$ cat src/rtl/seg_pkg.sv
`default_nettype none
// ----------------------------------------------------------------------------
// seg_pkg : segment patterns ({g,f,e,d,c,b,a}, active low) and digit codes
// Rev 1.0
// ----------------------------------------------------------------------------
package seg_pkg;

  localparam logic [6:0] SEG_0     = 7'b1000000;
  localparam logic [6:0] SEG_1     = 7'b1111001;
  localparam logic [6:0] SEG_2     = 7'b0100100;
  localparam logic [6:0] SEG_3     = 7'b0110000;
  localparam logic [6:0] SEG_4     = 7'b0011001;
  localparam logic [6:0] SEG_5     = 7'b0010010;
  localparam logic [6:0] SEG_6     = 7'b0000010;
  localparam logic [6:0] SEG_7     = 7'b1111000;
  localparam logic [6:0] SEG_8     = 7'b0000000;
  localparam logic [6:0] SEG_9     = 7'b0010000;
  localparam logic [6:0] SEG_C     = 7'b1000110;
  localparam logic [6:0] SEG_H     = 7'b0001011;
  localparam logic [6:0] SEG_DASH  = 7'b0111111;
  localparam logic [6:0] SEG_BLANK = 7'b1111111;

  localparam logic [3:0] CODE_C     = 4'hC;
  localparam logic [3:0] CODE_H     = 4'hD;
  localparam logic [3:0] CODE_DASH  = 4'hE;
  localparam logic [3:0] CODE_BLANK = 4'hF;

  typedef struct packed {
    logic [3:0] an;
    logic [6:0] seg;
  } bus_t;

  typedef enum logic [1:0] {
    AN_NONE  = 2'd0,
    AN_ONE   = 2'd1,
    AN_MULTI = 2'd2
  } an_class_e;

  function automatic an_class_e classify_an(input logic [3:0] an);
    logic [2:0] lows;
    lows = '0;
    for (int k = 0; k < 4; k++) lows = lows + {2'b00, ~an[k]};
    if (lows == 3'd0) return AN_NONE;
    if (lows == 3'd1) return AN_ONE;
    return AN_MULTI;
  endfunction

  // Only meaningful when exactly one anode is low.
  function automatic logic [1:0] an_index(input logic [3:0] an);
    if (!an[0]) return 2'd0;
    if (!an[1]) return 2'd1;
    if (!an[2]) return 2'd2;
    return 2'd3;
  endfunction

endpackage
`default_nettype wire

$ cat src/rtl/seg_pattern_decode.sv
`default_nettype none
// ----------------------------------------------------------------------------
// seg_pattern_decode : combinational segment pattern to digit code lookup
// Rev 1.0
// ----------------------------------------------------------------------------
module seg_pattern_decode
  import seg_pkg::*;
(
  input  logic [6:0] pattern,
  output logic [3:0] code,
  output logic       valid
);

  always_comb begin
    code  = CODE_BLANK;
    valid = 1'b1;
    case (pattern)
      SEG_0:     code = 4'd0;
      SEG_1:     code = 4'd1;
      SEG_2:     code = 4'd2;
      SEG_3:     code = 4'd3;
      SEG_4:     code = 4'd4;
      SEG_5:     code = 4'd5;
      SEG_6:     code = 4'd6;
      SEG_7:     code = 4'd7;
      SEG_8:     code = 4'd8;
      SEG_9:     code = 4'd9;
      SEG_C:     code = CODE_C;
      SEG_H:     code = CODE_H;
      SEG_DASH:  code = CODE_DASH;
      SEG_BLANK: code = CODE_BLANK;
      default:   valid = 1'b0;
    endcase
  end

endmodule
`default_nettype wire

$ cat src/rtl/seg_capture.sv
`default_nettype none
// ----------------------------------------------------------------------------
// seg_capture : rebuilds four digit codes from a multiplexed seven-segment bus
// Optional SEG_CAPTURE_DP_EN adds dp_in / dp_pos.  Rev 1.0
// ----------------------------------------------------------------------------
module seg_capture
  import seg_pkg::*;
#(
  parameter int SETTLE = 4,
  parameter int STALE  = 200000
) (
  input  logic       clk,
  input  logic       rst,
  input  logic [6:0] seg_in,
  input  logic [3:0] an_in,
`ifdef SEG_CAPTURE_DP_EN
  input  logic       dp_in,
  output logic [3:0] dp_pos,
`endif
  output logic [3:0] digit3,
  output logic [3:0] digit2,
  output logic [3:0] digit1,
  output logic [3:0] digit0,
  output logic       frame_valid,
  output logic       frame_pulse,
  output logic       bad_seg,
  output logic       an_err
);

  localparam int CW = $clog2(SETTLE + 1);
  localparam int IW = $clog2(STALE + 1);

  bus_t          bus_d;
  bus_t          in_q;
  logic          changed;
  logic [CW-1:0] cnt;
  logic          sampled;
  logic          strobe;

  assign bus_d = {an_in, seg_in};

`ifdef SEG_CAPTURE_DP_EN
  logic dp_q;
  assign changed = (bus_d != in_q) || (dp_in != dp_q);
  always_ff @(posedge clk) begin
    if (rst) dp_q <= 1'b1;
    else     dp_q <= dp_in;
  end
`else
  assign changed = (bus_d != in_q);
`endif

  // The first cycle of a new value already counts as stable, so the
  // sample lands SETTLE cycles after in_q picks the value up.
  always_ff @(posedge clk) begin
    if (rst) begin
      in_q    <= '1;
      cnt     <= '0;
      sampled <= 1'b0;
    end else begin
      in_q <= bus_d;
      if (changed) begin
        cnt     <= CW'(1);
        sampled <= 1'b0;
      end else begin
        if (cnt != CW'(SETTLE)) cnt <= cnt + 1'b1;
        if (strobe)             sampled <= 1'b1;
      end
    end
  end

  assign strobe = (cnt == CW'(SETTLE)) && !sampled;

  logic [3:0] dec_code;
  logic       dec_valid;

  seg_pattern_decode u_decode (
    .pattern (in_q.seg),
    .code    (dec_code),
    .valid   (dec_valid)
  );

  an_class_e  an_cls;
  logic [1:0] idx;
  logic       wr;
  logic       bad;
  logic       multi;
  logic [3:0] seen;
  logic [3:0] seen_upd;
  logic       complete;
  logic [3:0] store    [4];
  logic [3:0] store_nx [4];
  logic [IW-1:0] idle_cnt;
  logic          expired;

  assign an_cls   = classify_an(in_q.an);
  assign idx      = an_index(in_q.an);
  assign wr       = strobe && (an_cls == AN_ONE) && dec_valid;
  assign bad      = strobe && (an_cls == AN_ONE) && !dec_valid;
  assign multi    = strobe && (an_cls == AN_MULTI);
  assign seen_upd = wr ? (seen | (4'b0001 << idx)) : seen;
  assign complete = wr && (seen_upd == 4'b1111);
  assign expired  = (idle_cnt == IW'(STALE));

  always_comb begin
    store_nx = store;
    if (wr) store_nx[idx] = dec_code;
  end

  // Completion takes priority over watchdog expiry in the same cycle.
  always_ff @(posedge clk) begin
    if (rst) begin
      store       <= '{default: CODE_BLANK};
      seen        <= '0;
      idle_cnt    <= '0;
      digit3      <= CODE_BLANK;
      digit2      <= CODE_BLANK;
      digit1      <= CODE_BLANK;
      digit0      <= CODE_BLANK;
      frame_valid <= 1'b0;
      frame_pulse <= 1'b0;
      bad_seg     <= 1'b0;
      an_err      <= 1'b0;
    end else begin
      store       <= store_nx;
      frame_pulse <= complete;
      bad_seg     <= bad;
      an_err      <= multi;
      if (wr)            idle_cnt <= '0;
      else if (!expired) idle_cnt <= idle_cnt + 1'b1;
      if (complete) begin
        seen        <= '0;
        frame_valid <= 1'b1;
        digit3      <= store_nx[3];
        digit2      <= store_nx[2];
        digit1      <= store_nx[1];
        digit0      <= store_nx[0];
      end else if (wr) begin
        seen <= seen_upd;
      end else if (expired) begin
        seen        <= '0;
        frame_valid <= 1'b0;
      end
    end
  end

`ifdef SEG_CAPTURE_DP_EN
  logic [3:0] dp_store;
  logic [3:0] dp_store_nx;

  always_comb begin
    dp_store_nx = dp_store;
    if (wr) dp_store_nx[idx] = ~dp_q;
  end

  always_ff @(posedge clk) begin
    if (rst) begin
      dp_store <= '0;
      dp_pos   <= '0;
    end else begin
      dp_store <= dp_store_nx;
      if (complete) dp_pos <= dp_store_nx;
    end
  end
`endif

endmodule
`default_nettype wire

$ cat config.mk
export PLATFORM = sky130hd
export DESIGN_NAME = seg_capture
export DESIGN_NICKNAME = d
export VERILOG_FILES = /design/src/rtl/seg_pkg.sv /design/src/rtl/seg_pattern_decode.sv /design/src/rtl/seg_capture.sv
export SDC_FILE = /design/constraint.sdc
export NUM_CORES = 1
export LEC_CHECK = 0
export BUFFER_PORTS_ARGS = -buffer_cell sky130_fd_sc_hd__buf_4
export CORE_MARGIN = 2
export CORE_UTILIZATION = 40
export CTS_CLUSTER_DIAMETER = 40
export DETAILED_ROUTE_END_ITERATION = 12
export SYNTH_ARGS = -nofsm -noshare
export SYNTH_HDL_FRONTEND = slang
export SYNTH_SLANG_ARGS = --single-unit
$ cat constraint.sdc
create_clock -name clk -period 3.4 [get_ports clk]
set_input_delay 0.68 -clock clk [delete_from_list [all_inputs] [get_ports clk]]
set_output_delay 0.68 -clock clk [all_outputs]
set_load 0.1 [all_outputs]
## Word-level counts from Yosys, hierarchy flattened

Cells that the tools add are included.
W data, S select, Z words.

| storage, ports and cells | value |
|---|---|
| bits in registers | 73 |
| bits in latches | 0 |
| memory bits (writable) | 0 |
| bits in read-only memories | 0 |
| bits of input ports | 13 |
| output and inout port bits | 20 |
| memories kept | 0 |

| operators by class | value |
|---|---|
| $add $sub $neg | 5 |
| multipliers | 0 |
| div/mod/pow operators | 0 |
| order comparisons | 2 |
| equal/unequal tests | 22 |
| shift-type cells | 1 |
| muxes and demuxes | 32 |
| bitwise operators | 6 |
| reductions and logical operators | 19 |

Operators by type and width:

| kind | count |
|---|---|
| $pmux W4 S13 | 1 |
| $eq A7 B7 Y1 const B | 5 |
| $eq A7 B5 Y1 const B | 3 |
| $eq A7 B6 Y1 const B | 3 |
| $mux W2 | 10 |
| $add A18 B1 Y18 const B | 1 |
| $eq A18 B18 Y1 const B | 1 |
| $bwmux W16 | 1 |
| $mux W16 | 1 |
| $mux W4 | 4 |
| $mux W1 | 14 |
| $reduce_or A14 Y1 | 1 |
| $ne A11 B11 Y1 | 1 |
| $demux W4 S2 | 1 |
| $eq A7 B2 Y1 const B | 1 |
| $eq A7 B4 Y1 const B | 1 |
| $logic_and A1 B1 Y1 | 7 |
| $logic_not A7 Y1 | 1 |
| $reduce_bool A2 Y1 | 3 |
| $reduce_or A2 Y1 | 3 |
| $eq A4 B4 Y1 const B | 1 |
| $not A1 Y1 | 4 |
| $or A4 B4 Y4 | 1 |
| $shl A1 B2 Y4 const A | 1 |
| other kinds (16) | 17 |

## Depth between registers and ports, before layout

Gate-level depths: netlist of run 1.

| logic depth | value |
|---|---|
| depth after elaboration | 17 |
| gate-level depth with buffers | 11 |
| mapped depth without buffers | 10 |

## By module

Synthesis of run 1 repeated with hierarchy kept, for this count alone.

| unflattened totals | value |
|---|---|
| cell total of the unflattened synthesis | 365 |
| area, all modules | 3500.9 um^2 |

Modules (own cells, without submodules):

| module | times used | cells an instance | area an instance (um^2) |
|---|---|---|---|
| seg_capture | 1 | 314 | 3113.0 |
| seg_pattern_decode | 1 | 51 | 387.9 |

## Worst setup path after synthesis of run 1

Ideal clock, no wire load.

| path | value |
|---|---|
| kind | register -> register |
| start | register in_q[7] in the netlist's numbering |
| end | register digit3[3] |
| setup time | 0.079 ns |
| arrival time | 2.781 ns |
| required time | 3.321 ns |
| path slack | 0.540 ns |
| cell stages (with the launch flop) | 11 |
| buffers on the path | 0 |
| period minus slack after synthesis | 2.860 ns |
| path through | dfxtp_1 -> fa_1 -> inv_1 -> ha_1 -> ha_1 -> nor2_1 -> nand4b_1 -> nor3_1 -> a21oi_1 -> a21o_1 -> o211ai_1 |

| on the way | value |
|---|---|
| longest elaborated chain between the ends | 15 |
| elaborated cells between the ends (all ways) | 29 |

Ends and longest elaborated chain:

| what | line | RTL |
|---|---|---|
| from (decl) | seg_capture.sv:34 | `bus_t in_q;` |
| from (signal assigned) | seg_capture.sv:61 | `in_q <= bus_d;` |
| $not A1 Y1 | seg_pkg.sv:42 | `for (int k = 0; k < 4; k++) lows = lows + {2'b00, ~an[k]};` |
| $add A1 B1 Y2 | seg_pkg.sv:42 |  |
| $add A2 B1 Y3 | seg_pkg.sv:42 |  |
| $add A3 B1 Y3 | seg_pkg.sv:42 |  |
| $eq A3 B1 Y1 | seg_pkg.sv:44 | `if (lows == 3'd1) return AN_ONE;` |
| $mux W1 (2 in a row) | seg_pkg.sv:44 |  |
| $mux W2 | seg_pkg.sv:45 | `return AN_MULTI;` |
| $mux W2 | seg_pkg.sv:44 |  |
| $eq A2 B1 Y1 | seg_capture.sv:98 | `assign wr = strobe && (an_cls == AN_ONE) && dec_valid;` |
| $logic_and A1 B1 Y1 (2 in a row) | seg_capture.sv:98 |  |
| $mux W4 | seg_capture.sv:101 | `assign seen_upd = wr ? (seen \| (4'b0001 << idx)) : seen;` |
| $eq A4 B4 Y1 | seg_capture.sv:102 | `assign complete = wr && (seen_upd == 4'b1111);` |
| $logic_and A1 B1 Y1 | seg_capture.sv:102 |  |
| to (signal assigned) | seg_capture.sv:134 | `digit3 <= store_nx[3];` |
| to (decl) | seg_capture.sv:20 | `output logic [3:0] digit3,` |

Several ways; a longest one is shown, not always the timed one. The select of a mux whose other input is x is not followed.
A chain may end at the register's enable or synchronous reset.

## Worst setup path in the final report of run 1

| path | value |
|---|---|
| start | register in_q[7] in the netlist's numbering |
| end | register digit0[0] |

| on the way | value |
|---|---|
| longest elaborated chain between the ends | 15 |
| elaborated cells between the ends (all ways) | 29 |

Ends and longest elaborated chain:

| what | line | RTL |
|---|---|---|
| $not A1 Y1 | seg_pkg.sv:42 |  |
| $add A1 B1 Y2 | seg_pkg.sv:42 |  |
| $add A2 B1 Y3 | seg_pkg.sv:42 |  |
| $add A3 B1 Y3 | seg_pkg.sv:42 |  |
| $eq A3 B1 Y1 | seg_pkg.sv:44 |  |
| $mux W1 (2 in a row) | seg_pkg.sv:44 |  |
| $mux W2 | seg_pkg.sv:45 |  |
| $mux W2 | seg_pkg.sv:44 |  |
| $eq A2 B1 Y1 | seg_capture.sv:98 |  |
| $logic_and A1 B1 Y1 (2 in a row) | seg_capture.sv:98 |  |
| $mux W4 | seg_capture.sv:101 |  |
| $eq A4 B4 Y1 | seg_capture.sv:102 |  |
| $logic_and A1 B1 Y1 | seg_capture.sv:102 |  |
| to (signal assigned) | seg_capture.sv:137 | `digit0 <= store_nx[0];` |
| to (decl) | seg_capture.sv:23 | `output logic [3:0] digit0,` |

Several ways; a longest one is shown, not always the timed one. The select of a mux whose other input is x is not followed.

==> impl_metrics.py, run 1 <==
metrics = {
    "timing": {
        "relSlewSlack_pct": 49.46,
        "fmax_ghz": 0.3357,
        "setup_slack_ns": 0.4207,
        "timing_hold_violations_final": 0,
        "fin_skew_ns": 0.009498,
        "tightestPinTransition_ns": 0.7581,
        "setup_violations": 0,
        "maxSlewViolCount": 0,
        "period_share_pct": 87.63,
        "rsz0062_at_grt": "false",
        "min_period_ns": 2.979,
        "fin_setup_tns_ns": 0,
    },
    "cts": {
        "cts_tree": "yes",
        "insertion_delay_ns": 0.35,
        "post_cts_buffers": 0,
        "cts_buffers": 9,
        "cts_num_sinks": 73,
        "clk_pin_slew_ns": 0.08,
        "htree_num_levels": 3,
        "root_buffer": "clkbuf_8",
        "cts_resized": 0,
        "ctsLongestPathBuffers": 2,
        "postCtsHoldBufs": 0,
    },
    "power_and_ir_drop": {
        "internal-power_w": 0.001344,
        "pwr-share-clk_pct": 43.4,
        "irDropWorstVdd_uv": 236.9,
        "p_comb_share_pct": 6.1,
        "swShare_pct": 23.47,
        "p_switching_w": 0.0004124,
        "pwr_density_cell_mw_per_mm2": 425.6,
        "p_leak_nw": 1.540,
        "seqPwrFrac_pct": 50.5,
    },
    "detailed_routing": {
        "drt_iter0_drc": 150,
        "routed_wl_mm": 8.172,
        "drc": 0,
        "dr.pass1.iters": 4,
        "vias": 3047,
        "via_per_inst": 5.490,
        "ant_nets": 0,
        "wire_per_inst_um": 14.72,
    },
    "final_layout": {
        "nFillCells": 847,
        "fin_nets": 463,
        "final_cell_count_no_fill": 555,
        "drive_gt1_share_pct": 17.90,
        "multi_input_area_mm2": 0.001966,
        "seq_area_mm2": 0.001461,
        "syn2layout_area_growth_pct": 14.35,
        "num_antenna_cells": 0,
    },
    "place": {
        "place_congestion": 0.8244,
        "pre_cts_slack_ns": 0.4311,
        "portBuffers": 32,
        "dp.cells": 539,
        "dp_hpwl_mm": 5.646,
    },
    "synthesis": {
        "synthCells": 416,
        "yosysSeqAreaShare_pct": 40.49,
        "ys_ff_latch": 73,
        "synth.distinct_cells": 58,
        "synth_ff_type": "dfxtp_1",
        "synth_edf_count": 0,
        "synth_nets": 437,
        "synthesis.area_mm2": 0.003610,
        "async_reset_ff_share_pct": 0,
        "syn_avg_cell_area_um2": 8.677,
        "yosysWarnings": 0,
    },
    "critical_path": {
        "required_ns": 3.61,
        "crit_chain": "fa_1 > inv_1 > ha_1 > ha_1 > nor2_1 > nand4b_1 > nor3_2 > o21ai_0 > a211oi_1 > o21ai_0",
        "worstPathArrival_ns": 3.19,
        "cp_top_family": "adder cells",
        "cp_num_buf_inv": 1,
        "r2r_slack_ns": 0.42,
        "start_kind": "flop",
        "cp_slowest_stage_delay_ns": 0.56,
        "crit_fanout": 7,
        "crit_type": "reg -> reg",
        "reg2reg_depth": 10,
        "crit_start": "in_q[7]$_SDFF_PP1_",
        "worstReg2RegEnd": "digit0[0]$_SDFFE_PP1P_",
        "rr_startpoint": "in_q[7]$_SDFF_PP1_",
        "crit_slowest_cell": "fa_1",
        "end_kind": "flop",
    },
    "flow_run": {
        "drv_cap": 0,
    },
    "global_routing": {
        "grt_pass1_vias": 2870,
        "grt_usage_pct": 17.34,
        "antenna_found_initial": 0,
        "grt_max_degree": 24,
        "overflow": 0,
        "grt_first_pass_wirelength_mm": 13.64,
    },
    "floorplan": {
        "initial_core_util_pct": 41.39,
        "pin_count": 33,
        "die_w_um": 99.00,
        "die_area_mm2": 0.009800,
        "rows": 34,
        "core_area_mm2": 0.008721,
        "fp.dieH_um": 99.00,
    },
    "hold_path": {
        "hold_class": "reg -> reg",
        "worstHoldStart": "store[14]$_SDFF_PP1_",
        "hold_path_depth": 1,
        "min_to": "store[14]$_SDFF_PP1_",
    },
    "status": {
        "status": "completed",
    },
}
## final cells by class
| cell class | count | share of cell area [%] |
|---|---|---|
| Sequential cell | 73 | 35.40 |
| Clock inverter | 5 | 1.910 |
| Timing Repair Buffer | 38 | 6.911 |
| Tap cell | 108 | 3.274 |
| Multi-Input combinational cell | 304 | 47.62 |
| Inverter | 16 | 1.455 |
| Clock buffer | 11 | 3.425 |
## worst max path at each step
stage                                         to  slack (ns)  cells past startpoint
after floorplan           digit3[3]$_SDFFE_PP1P_        0.54                     10
after global placement    digit3[0]$_SDFFE_PP1P_        0.54                     10
after detailed placement  digit3[0]$_SDFFE_PP1P_        0.43                     10
after CTS                 digit0[0]$_SDFFE_PP1P_        0.42                     10
after global routing      digit0[0]$_SDFFE_PP1P_        0.13                     10
final                     digit0[0]$_SDFFE_PP1P_        0.42                     10
## cell usage after synthesis (5+ instances only)
cell type / instances / area share, %
a21o_1: 7 / 1.5
nor3_1: 15 / 2.1
nand3_1: 20 / 2.8
a21oi_1: 23 / 3.2
dfxtp_1: 73 / 40
nand2_1: 17 / 1.8
xor2_1: 12 / 2.9
inv_1: 16 / 1.7
buf_2: 6 / 0.83
a211oi_1: 5 / 1.0
o21ai_1: 8 / 1.1
clkbuf_1: 11 / 1.1
nor3b_1: 5 / 1.0
o21ai_0: 24 / 3.3
nor4_1: 7 / 1.2
or2_2: 14 / 2.4
nor2_1: 40 / 4.2
ha_1: 7 / 2.4
xnor2_1: 17 / 4.1
o211ai_1: 9 / 1.9
mux2i_1: 6 / 1.7
nand2b_1: 5 / 0.87
## power by group through the flow
stage                     Sequential, W  Clock (W)  Combinational [W]
after global routing           0.000889   0.000819           0.000120
final                          0.000887   0.000763           0.000107
after floorplan                0.000893          0          0.0000916
after detailed placement       0.000906          0           0.000108
after CTS                      0.000886   0.000786           0.000108
after global placement         0.000906          0           0.000106
## stage by stage
stage          hold slack, ns  utilization, %  total power (W)  instance area (µm²)
2_1_floorplan          0.4347               -        0.0009844                 3610
6_report               0.4688           47.33         0.001757                 4128
4_1_cts                0.4738           47.33         0.001781                 4128
3_5_place_dp           0.4544           44.81         0.001014                 3908
5_1_grt                0.4899           47.33         0.001829                 4128
3_3_place_gp           0.4554           44.81         0.001011                 3908
## sequential cells by signal (all words and copies together), names as in the netlist
signal and flops:
an_err 1, bad_seg 1, cnt 3, digit0 4, digit1 4, digit2 4, digit3 4, frame_pulse 1
frame_valid 1, idle_cnt 18, in_q 11, sampled 1, seen 4, store 16
## per-layer routing
metal  track usage (%)  wire, µm
met3             4.681       325
met1             22.66      3849
met4             6.112       148
met5                 0         0
met2             27.65      3849
## logic make-up (layout without fill, tap and decap cells)
logic type	Yosys count	count (layout)	share of synthesized area [%]
buffers and inverters	39	70	5.061
and+or+nand+nor	161	161	24.44
AOI/OAI and AO/OA	100	100	18.34
adders and majority gates	8	8	2.981
xor gates and xnor gates	29	29	7.036
DFF	73	73	40.49
muxes	6	6	1.664
## placed cells by master (no fill, tap or decap), types with 4 or more instances in the layout
master    instances
nand2_1          17
xnor2_1          17
nor3b_1           5
mux2i_1           6
nand2_2           4
a21oi_1          23
nor4_1            7
a211o_1           4
o211ai_1          9
nor2_1           40
nand2b_1          5
o21ai_0          24
clkbuf_8         10
nor3_1           15
ha_1              7
a21o_1            7
inv_1            16
xor2_1           12
and3_1            4
o21ai_1           8
dfxtp_1          73
a211oi_1          5
nand4_1           4
or2_2            14
or3_1             4
nand3_1          20
buf_4            38
Note: power is estimated with default switching activity, not from simulation.
==> run 2: changes to the inputs <==
RECOVER_POWER = 50   (was default)
==> run 2 against run 1 <==
Register-to-register slack got worse by 0.11 ns. Combinational power barely moved. Sequential power about the same. Largest cell class unchanged. Highest routed layer unchanged.
==> impl_metrics.py, run 2 (synthesis results as in run 1) <==
metrics = {
    "final_layout": {
        "largest_register_ffs": 18,
        "finish.utilization_pct": 46.37,
        "final_cell_area_mm2": 0.004044,
        "multi_input_area_mm2": 0.001964,
        "drive_gt1_share_pct": 12.75,
        "reg.largest.list": "idle_cnt: 18 flops, store: 16 flops, in_q: 11 flops",
        "seq_area_mm2": 0.001461,
        "nFillCells": 868,
        "final_cell_count_no_fill": 555,
        "fin_nets": 463,
        "layout_common_cells": "73 x dfxtp_1, 40 x nor2_1, 24 x o21ai_0",
        "regMostFlops": "idle_cnt",
        "syn2layout_area_growth_pct": 12.03,
        "num_antenna_cells": 0,
        "layout_commonest_cell": "dfxtp_1",
    },
    "global_routing": {
        "overflow": 0,
        "grt_first_pass_wirelength_mm": 13.64,
        "antenna_found_initial": 0,
        "grt_usage_pct": 17.34,
        "grt_max_degree": 24,
        "grt_pass1_vias": 2870,
    },
    "cts": {
        "ctsLongestPathBuffers": 2,
        "cts_tree": "yes",
        "postCtsHoldBufs": 0,
        "cts_num_sinks": 73,
        "cts_buffers": 9,
        "insertion_delay_ns": 0.35,
        "clk_pin_slew_ns": 0.08,
        "post_cts_buffers": 0,
        "htree_num_levels": 3,
        "root_buffer": "clkbuf_8",
        "cts_resized": 0,
    },
    "critical_path": {
        "rr_startpoint": "in_q[7]$_SDFF_PP1_",
        "required_ns": 3.68,
        "crit_type": "reg -> reg",
        "reg2reg_depth": 11,
        "worstPathArrival_ns": 3.36,
        "r2r_slack_ns": 0.31,
        "start_kind": "flop",
        "crit_fanout": 8,
        "end_kind": "flop",
        "worstReg2RegEnd": "digit3[3]$_SDFFE_PP1P_",
    },
    "detailed_routing": {
        "wire_per_inst_um": 14.81,
        "ant_nets": 0,
        "drt_iter0_drc": 169,
        "via_per_inst": 5.562,
        "routed_wl_mm": 8.220,
        "vias": 3087,
        "dr.pass1.iters": 5,
        "drc": 0,
    },
    "floorplan": {
        "core_area_mm2": 0.008721,
        "initial_core_util_pct": 41.39,
        "fp.dieH_um": 99.00,
        "rows": 34,
        "die_area_mm2": 0.009800,
        "pin_count": 33,
        "die_w_um": 99.00,
    },
    "timing": {
        "fmax_ghz": 0.3239,
        "min_period_ns": 3.087,
        "fin_skew_ns": 0.006719,
        "fin_setup_tns_ns": 0,
        "tightestPinTransition_ns": 1.217,
        "period_share_pct": 90.81,
        "rsz0062_at_grt": "false",
        "timing_hold_violations_final": 0,
        "maxSlewViolCount": 0,
        "setup_violations": 0,
        "relSlewSlack_pct": 19.19,
    },
    "flow_run": {
        "drv_cap": 0,
    },
    "place": {
        "portBuffers": 32,
        "place_congestion": 0.8244,
        "dp.cells": 539,
        "place_area_mm2": 0.003908,
        "dp_hpwl_mm": 5.646,
    },
    "power_and_ir_drop": {
        "irDropWorstVdd_uv": 236.3,
        "p_leak_nw": 1.467,
        "pwr_density_cell_mw_per_mm2": 434.5,
    },
    "hold_path": {
        "worstHoldStart": "store[14]$_SDFF_PP1_",
        "min_to": "store[14]$_SDFF_PP1_",
        "hold_class": "reg -> reg",
        "hold_path_depth": 1,
    },
    "status": {
        "status": "completed",
    },
}
## run 2: final cells by class
type | count | share of cell area (%)
Tap cell | 108 | 3.342
Clock buffer | 11 | 3.496
Timing Repair Buffer | 38 | 5.012
Clock inverter | 5 | 1.949
Inverter | 16 | 1.485
Multi-Input combinational cell | 304 | 48.58
Sequential cell | 73 | 36.14
## run 2: power by group
group	leakage [nW]	internal [W]	switching, W	total [W]
Sequential	0.594	0.000865	0.0000219	0.000887
Combinational	0.760	0.0000464	0.0000602	0.000107
Clock	0.113	0.000432	0.000331	0.000764
Total	1.47	0.00134	0.000414	0.00176
## run 2: through the flow
| stage | hold WS (ns) | setup WS, ns | power, W |
|---|---|---|---|
| after global routing | 0.4899 | 0.08004 | 0.001828 |
| after CTS | 0.4738 | 0.4188 | 0.001781 |
| after floorplan | 0.4347 | 0.5401 | 0.0009844 |
| after global placement | 0.4554 | 0.5419 | 0.001011 |
| after detailed placement | 0.4544 | 0.4311 | 0.001014 |
| final | 0.4687 | 0.3126 | 0.001757 |
## run 2: how the worst max path moves through the flow
stage | startpoint | end | slack [ns] | depth (start not counted)
detailed placement | in_q[7]$_SDFF_PP1_ | digit3[0]$_SDFFE_PP1P_ | 0.43 | 10
CTS | in_q[7]$_SDFF_PP1_ | digit0[0]$_SDFFE_PP1P_ | 0.42 | 10
floorplan | in_q[7]$_SDFF_PP1_ | digit3[3]$_SDFFE_PP1P_ | 0.54 | 10
global route | in_q[7]$_SDFF_PP1_ | digit3[3]$_SDFFE_PP1P_ | 0.08 | 11
global placement | in_q[7]$_SDFF_PP1_ | digit3[0]$_SDFFE_PP1P_ | 0.54 | 10
finish | in_q[7]$_SDFF_PP1_ | digit3[3]$_SDFFE_PP1P_ | 0.31 | 11
## run 2: layer usage
layer  wire length, µm  track usage (%)  up-vias  part of all wire [%]
met5                 0                0        -                     0
met4               165            6.112        0                   2.0
met3               376            4.681       18                   4.6
met2              3882            27.65       71                    47
met1              3795            22.66     1459                    46
li1                  -                -     1539                     -
## run 2: critical path, stage by stage, from the launching register on
cell and delay (ns):
dfxtp_1 0.39, fa_1 0.56, inv_1 0.04, ha_1 0.17, ha_1 0.26, nor2_1 0.23, nand4b_1 0.27, nor3_1 0.28
clkbuf_1 0.37, a21oi_1 0.12, a21o_1 0.18, o211ai_1 0.14
